===== config.mk =====
export PLATFORM = sky130hd
export DESIGN_NAME = key_press_scheduler
export DESIGN_NICKNAME = d
export VERILOG_FILES = /design/src/rtl/key_sched_pkg.sv /design/src/rtl/key_debounce.sv /design/src/rtl/key_press_scheduler.sv
export SDC_FILE = /design/constraint.sdc
export NUM_CORES = 1
export LEC_CHECK = 0
export CAP_MARGIN = 20
export CORE_MARGIN = 4
export CORE_UTILIZATION = 45
export DETAILED_ROUTE_END_ITERATION = 6
export HOLD_SLACK_MARGIN = 0.02
export REMOVE_ABC_BUFFERS = 1
export SYNTH_ARGS = -nofsm -noshare
export SYNTH_HDL_FRONTEND = slang
export SYNTH_SLANG_ARGS = --single-unit

===== constraint.sdc =====
create_clock -name Clock -period 2.5 [get_ports Clock]
set_clock_uncertainty 0.2 [all_clocks]
set_input_delay 0.5 -clock Clock [delete_from_list [all_inputs] [get_ports Clock]]
set_output_delay 0.5 -clock Clock [all_outputs]
set_load 0.05 [all_outputs]

===== src/rtl/key_sched_pkg.sv =====
// Shared types and defaults for the key press scheduler.
// Holds the arbiter state encoding and default sizing constants.
package key_sched_pkg;

    typedef enum logic {
        IDLE,
        OFFER
    } arb_state_e;

    localparam int N_KEYS_DEF   = 4;
    localparam int DEBOUNCE_DEF = 16;

endpackage


===== src/rtl/key_debounce.sv =====
// Per-key two-flop synchroniser, debounce counter and rise detect.
// Ports: Clock, Reset_n, raw (async level), level (debounced), rise (pulse).
module key_debounce
    import key_sched_pkg::*;
#(
    parameter int DEBOUNCE_CYCLES = DEBOUNCE_DEF
) (
    input  logic Clock,
    input  logic Reset_n,
    input  logic raw,
    output logic level,
    output logic rise
);

    localparam int CW = $clog2(DEBOUNCE_CYCLES + 1);

    logic          sync1;
    logic          sync2;
    logic [CW-1:0] cnt;
    logic          differ;
    logic          done;

    assign differ = (sync2 != level);
    assign done   = differ && (cnt == CW'(DEBOUNCE_CYCLES - 1));

    // Combinational so the pending bit sets on the same edge as level.
    assign rise = done && sync2;

    always_ff @(posedge Clock or negedge Reset_n) begin
        if (!Reset_n) begin
            sync1 <= 1'b0;
            sync2 <= 1'b0;
        end else begin
            sync1 <= raw;
            sync2 <= sync1;
        end
    end

    always_ff @(posedge Clock or negedge Reset_n) begin
        if (!Reset_n) begin
            cnt   <= '0;
            level <= 1'b0;
        end else if (!differ) begin
            cnt <= '0;
        end else if (done) begin
            cnt   <= '0;
            level <= sync2;
        end else begin
            cnt <= cnt + CW'(1);
        end
    end

endmodule


===== src/rtl/key_press_scheduler.sv =====
// Debounced key front end with round-robin press delivery (valid/ready).
// Ports: Clock, Reset_n, key_raw, press_ready -> press_valid, press_id,
// key_level, overflow. Define KEY_ACTIVE_LOW_EN for active-low key_raw.
module key_press_scheduler
    import key_sched_pkg::*;
#(
    parameter int N_KEYS          = N_KEYS_DEF,
    parameter int DEBOUNCE_CYCLES = DEBOUNCE_DEF
) (
    input  logic                      Clock,
    input  logic                      Reset_n,
    input  logic [N_KEYS-1:0]         key_raw,
    input  logic                      press_ready,
    output logic                      press_valid,
    output logic [$clog2(N_KEYS)-1:0] press_id,
    output logic [N_KEYS-1:0]         key_level,
    output logic                      overflow
);

    localparam int IW = $clog2(N_KEYS);

    logic [N_KEYS-1:0] key_in;
    logic [N_KEYS-1:0] rise;
    logic [N_KEYS-1:0] pending_q;
    logic [N_KEYS-1:0] pending_d;
    logic [N_KEYS-1:0] clr;
    logic [N_KEYS-1:0] sel;
    logic [N_KEYS-1:0] rest;
    logic [IW-1:0]     ptr_q;
    logic [IW-1:0]     ptr_d;
    logic [IW-1:0]     id_d;
    logic              valid_d;
    logic              ovf_d;
    logic              xfer;
    arb_state_e        state_q;
    arb_state_e        state_d;

`ifdef KEY_ACTIVE_LOW_EN
    assign key_in = ~key_raw;
`else
    assign key_in = key_raw;
`endif

    for (genvar g = 0; g < N_KEYS; g++) begin : g_key
        key_debounce #(
            .DEBOUNCE_CYCLES(DEBOUNCE_CYCLES)
        ) u_deb (
            .Clock  (Clock),
            .Reset_n(Reset_n),
            .raw    (key_in[g]),
            .level  (key_level[g]),
            .rise   (rise[g])
        );
    end

    // First set bit of m searching from p+1 upward, wrapping.
    function automatic logic [IW-1:0] rr_pick(
        input logic [N_KEYS-1:0] m,
        input logic [IW-1:0]     p
    );
        logic [IW-1:0] w;
        int            idx;
        w = '0;
        for (int k = N_KEYS; k >= 1; k--) begin
            idx = (int'(p) + k) % N_KEYS;
            if (m[idx]) w = IW'(idx);
        end
        return w;
    endfunction

    assign xfer = press_valid && press_ready;
    assign sel  = {{(N_KEYS-1){1'b0}}, 1'b1} << press_id;
    assign rest = pending_q & ~sel;

    always_comb begin
        state_d = state_q;
        valid_d = press_valid;
        id_d    = press_id;
        ptr_d   = ptr_q;
        clr     = '0;
        unique case (state_q)
            IDLE: begin
                if (|pending_q) begin
                    id_d    = rr_pick(pending_q, ptr_q);
                    valid_d = 1'b1;
                    state_d = OFFER;
                end
            end
            OFFER: begin
                if (xfer) begin
                    clr   = sel;
                    ptr_d = press_id;
                    if (|rest) begin
                        id_d = rr_pick(rest, press_id);
                    end else begin
                        valid_d = 1'b0;
                        state_d = IDLE;
                    end
                end
            end
            default: begin
                state_d = IDLE;
                valid_d = 1'b0;
            end
        endcase
    end

    // A rise on a bit being transferred re-arms it rather than merging.
    assign pending_d = (pending_q & ~clr) | rise;
    assign ovf_d     = |(rise & pending_q & ~clr);

    always_ff @(posedge Clock or negedge Reset_n) begin
        if (!Reset_n) begin
            state_q     <= IDLE;
            press_valid <= 1'b0;
            press_id    <= '0;
            ptr_q       <= IW'(N_KEYS - 1);
            pending_q   <= '0;
            overflow    <= 1'b0;
        end else begin
            state_q     <= state_d;
            press_valid <= valid_d;
            press_id    <= id_d;
            ptr_q       <= ptr_d;
            pending_q   <= pending_d;
            overflow    <= ovf_d;
        end
    end

endmodule

# ---- Yosys cells after proc, flatten, opt, wreduce, memory -nomap -nowiden
# Cells that the tools add are included.
dict set report word_totals {
  reg_bits 43
  in_bits 7
  out_inout_bits 8
  wordCells 152
}
dict set report op_classes {
  add_sub_neg 12
  magnitude_cmp 8
  n_eq_ne 12
  n_shift 1
  n_mux 54
  bitwise 16
  n_reduce_logical 27
}
# cell n
set op_table {}
lappend op_table {{$mux W5} 8}
lappend op_table {{$lt A3 B4 Y1 const B} 8}
lappend op_table {{$mux W1} 22}
lappend op_table {{$mux W2} 11}
lappend op_table {{$add A5 B1 Y5 const B} 4}
lappend op_table {{$eq A5 B4 Y1 const B} 4}
lappend op_table {{$and A4 B4 Y4} 4}
lappend op_table {{$bmux W1 S2} 8}
lappend op_table {{$reduce_or A2 Y1} 8}
lappend op_table {{$reduce_or A4 Y1} 3}
lappend op_table {{$reduce_and A2 Y1} 5}
lappend op_table {{$logic_and A1 B1 Y1} 9}
lappend op_table {{$add A2 B1 Y2 const B} 4}
lappend op_table {{$add A2 B2 Y2 const B} 4}
lappend op_table {{$and A1 B1 Y1 const A} 8}
lappend op_table {{$mux W4} 2}
lappend op_table {{$not A4 Y4} 2}
lappend op_table {{$ne A2 B2 Y1 const B} 3}
lappend op_table {{$reduce_and A3 Y1} 2}
lappend op_table {{$ne A1 B1 Y1} 4}
lappend op_table {{$or A4 B4 Y4} 1}
lappend op_table {{$pmux W1 S2} 2}
lappend op_table {{$pmux W2 S2} 1}
lappend op_table {{$shl A1 B2 Y4 const A} 1}
lappend op_table {{other kinds (2)} 2}

# ---- Longest topological paths before layout
dict set report logic_depth {
  depth_word 13
  mapped_depth 8
  ltp_nobuf 7
}

# ---- Cells and area by module
# From an unflattened synthesis, not the netlist that was laid out.
dict set report unflattened {
  cells_unflattened 190
  area_unflattened_um2 2026.9
}
# mod instances cells_each area_per_inst_um2 seq_area_each_um2
set modules_own_cells {}
lappend modules_own_cells {key_debounce 4 24 312.8 200.2}
lappend modules_own_cells {key_press_scheduler 1 94 775.7 277.8}

# ---- Worst setup path before layout
# No wires, ideal clock.
dict set report synth_timing {
  kind {flip-flop to flip-flop}
  startpoint {register press_id[0]}
  endpoint {register press_id[0]}
  setup_ns 0.071
  arrival_ns 2.240
  required_time_ns 2.229
  path_slack_ns -0.011
  stages_incl_launch_ff 8
  path_buffers 1
  synth_period_minus_slack_ns 2.511
  cell_sequence {dfrtp_1 > buf_6 > inv_1 > ha_1 > mux4_1 > a21bo_1 > a2111o_1 > nand4_1}
}
dict set report synth_between {
  elab_chain_len 13
  word_cells_on_any_way 29
  classes_between {add/sub: 4; eq/ne: 1; shift: 1; mux: 19; bitwise: 2; reduce/logical: 2}
}
# element line
set synth_rtl {}
lappend synth_rtl {{start: declaration} key_press_scheduler.sv:15} ;# output logic [$clog2(N_KEYS)-1:0] press_id,
lappend synth_rtl {{start signal: assignment} key_press_scheduler.sv:123} ;# press_id <= id_d;
lappend synth_rtl {{parallel branches: the longest is 13 deep, another holds $add A2 B1 Y2} -}
# Parallel ways; which one is timed is not known. The select of a mux whose other input is x is not followed.
# A chain may end at the register's enable or synchronous reset.

# ---- Final worst setup path
dict set report layout_timing {
  startpoint {register press_id[0]}
  endpoint {output port press_id[0]}
}
# No word-level cell between the ends.

==> flow_metrics.py <==
metrics = {
    "setup_path": {
        "critical_path.max_fanout": 14,
        "timing.rr.start": "press_id[1]",
        "arrival_ps": 1670,
        "critPathMaxStageDelay_ps": 830,
        "crit_start": "press_id[0]",
        "start_kind": "flip-flop",
        "timing_worst_setup_path_type": "flip-flop to output pin",
        "end_kind": "output pin",
        "crit_chain": "buf_4 -> clkdlybuf4s50_1",
        "slowest_stage": "clkdlybuf4s50_1",
        "cp.required_ps": 1800,
    },
    "global_routing": {
        "grt_use_met3": 0.0363,
        "grt_first_pass_wirelength_um": 6600,
        "use_met2": 0.235,
        "grt_use_total": 0.138,
        "busiest_layer": "met2",
        "grt_pass1_vias": 1458,
        "grt_overflow": 0,
        "groute.layer.met1.usage": 0.166,
        "antenna_found_initial": 0,
        "grt_max_degree": 44,
    },
    "yosys": {
        "yosys_warnings": 0,
        "netlist_instances": 197,
        "yosysSeqAreaShare": 0.502,
        "synth_top_cell_by_area": "dfrtp_1",
        "syn_avg_cell_area_sq_um": 10.9,
        "synth_area_leaders": "dfrtp_1, xor2_1, ha_1",
        "synth-main-ff-cell": "dfrtp_1",
        "syn-cell-area_sq_um": 2150,
        "synth-edff-count": 0,
        "synth.distinct_cells": 41,
        "yosysTopAreaCellShare": 0.478,
        "yosys_register_bits": 43,
        "async_flop_share": 1.00,
    },
    "detailed_routing": {
        "drt_pass1_iterations": 4,
        "drt_first_iter_violations": 107,
        "wl_per_cell_um": 14.4,
        "route.detailed.drc": 0,
        "finalWirelength_um": 3780,
        "final_antenna_net_count": 0,
        "vias": 1456,
        "vias_per_cell": 5.56,
    },
    "cts": {
        "root_buffer": "clkbuf_8",
        "clk_latency_ps": 290,
        "cts_buffers": 5,
        "cts_tree": "done",
        "cts_hold_buf": 0,
        "cts_sinks": 43,
        "cts.repair.resized": 0,
        "cts_buffer_depth": 2,
        "path_clk_slew_ps": 90,
        "htreeDepth": 2,
        "post_cts_buffers": 0,
    },
    "power": {
        "vdd_ir_drop_max_mv": 0.318,
        "p_per_area_nw_per_um2": 530,
        "power_mw": 1.25,
        "p_leak_nw": 1.14,
    },
    "placed_design": {
        "io_buffers": 14,
        "gp_congestion": 0.881,
        "dp_cells": 254,
        "place_hpwl_um": 2700,
    },
    "timing": {
        "worst_pin_slew_ps": 529,
        "fmax_mhz": 422,
        "hold_viol_final": 0,
        "slew_viol_final": 0,
        "relSlewSlack": 0.647,
        "period_share": 0.948,
        "fin_crit_ps": 2370,
        "setup_viol": 0,
        "rsz0062_at_grt": "false",
    },
    "die": {
        "io-pin-count": 15,
        "dieArea_sq_um": 5940,
        "die_y_um": 77.1,
        "start_util": 0.480,
        "core_area_sq_um": 4470,
        "std_cell_rows": 24,
        "die_w_um": 77.1,
    },
    "layout": {
        "final_cell_count_no_fill": 262,
        "mostFrequentLayoutCell": "dfrtp_1",
        "layout-drive-gt1-share": 0.129,
        "antennaDiodeCount": 0,
        "nNetsFinal": 224,
        "final_cell_mix": "dfrtp_1, nor2_1, xor2_1, clkdlybuf4s50_1",
        "num-fill-cells": 396,
        "syn_to_final_growth_pct": 9.56,
        "final_core_util": 0.526,
    },
    "run_status": {
        "status": "finished, final reports clean",
    },
    "hold_path": {
        "min_path_type": "input port to async pin",
    },
    "run": {
        "drv_cap": 0,
    },
}
worst paths after layout:
check                                  endpoint  cells after the start  slack (ps)
hold reg to reg            g_key[2].u_deb.sync2                      0         150
setup reg to reg                    press_id[0]                      6         210
max in group asynchronous              ptr_q[1]                      2        1650
setup / recovery                    press_id[0]                      2         130
min in group Clock         g_key[2].u_deb.sync2                      0         150
hold / removal                      press_valid                      2          60
flip-flops by register name (all words and copies together), names as in the netlist:
name	count
press_id	2
state_q	1
overflow	1
g_key.u_deb.sync1	4
pending_q	4
press_valid	1
g_key.u_deb.sync2	4
g_key.u_deb.cnt	20
g_key.u_deb.level	4
ptr_q	2
layer usage:
| layer | vias up | wire [um] |
|---|---|---|
| met3 | 7 | 127 |
| li1 | 706 | - |
| met4 | 0 | 51 |
| met1 | 717 | 1660 |
| met5 | - | 0 |
| met2 | 26 | 1940 |
worst max-delay path: cells and delay by family, from the launching register on:
family / cells / cell delay, ps
buffers and inverters: 2 / 1030
flip-flops: 1 / 350
report_power, final:
| group | switching (mW) | total [mW] | internal [mW] |
|---|---|---|---|
| clock | 0.233 | 0.428 | 0.195 |
| combinational | 0.0414 | 0.0746 | 0.0332 |
| sequential | 0.0210 | 0.743 | 0.722 |
stage by stage:
stage | area, sq um | hold slack [ps] | setup slack (ps) | TNS [ps]
after floorplan | 2050 | 4.41 | -110 | -110
after global placement | 2260 | 136 | 290 | 0
after detailed placement | 2260 | 135 | 218 | 0
after CTS | 2350 | 83.9 | 20.7 | 0
after global routing | 2350 | 112 | 25.3 | 0
final | 2350 | 61.1 | 130 | 0
logic make-up (layout without fill, tap and decap cells):
group                      Yosys count  in the layout  synth area share
adders and majority gates            8              8            0.0466
AOI/OAI and AO/OA                   36             36             0.114
xor gates and xnor gates            12             12            0.0490
muxes                                6              6            0.0385
and+or+nand+nor                     74             74             0.192
DFF                                 43             43             0.502
buffers and inverters               18             31            0.0577
cells in the mapped netlist (all sizes together) (2+ instances only):
master / number
a21o: 2
a21oi: 8
a22o: 3
a31oi: 4
and2: 5
and2b: 5
and3: 5
buf: 10
dfrtp: 41
dfstp: 2
ha: 8
inv: 7
mux2: 5
nand2: 9
nand3: 8
nand4: 7
nor2: 22
nor2b: 6
o211ai: 2
o21ai: 9
o31ai: 2
xor2: 12
area by class of cell:
cell class	instances	area, sq um	share of cell area
repair buffers	16	153	0.0649
well taps	52	65.1	0.0277
clock inverters	2	12.5	0.00532
multi-input cells	136	945	0.402
inverters	7	26.3	0.0112
flip-flops and latches	43	1080	0.459
clock buffers	6	72.6	0.0309
Power figures use the tool's default switching activity.
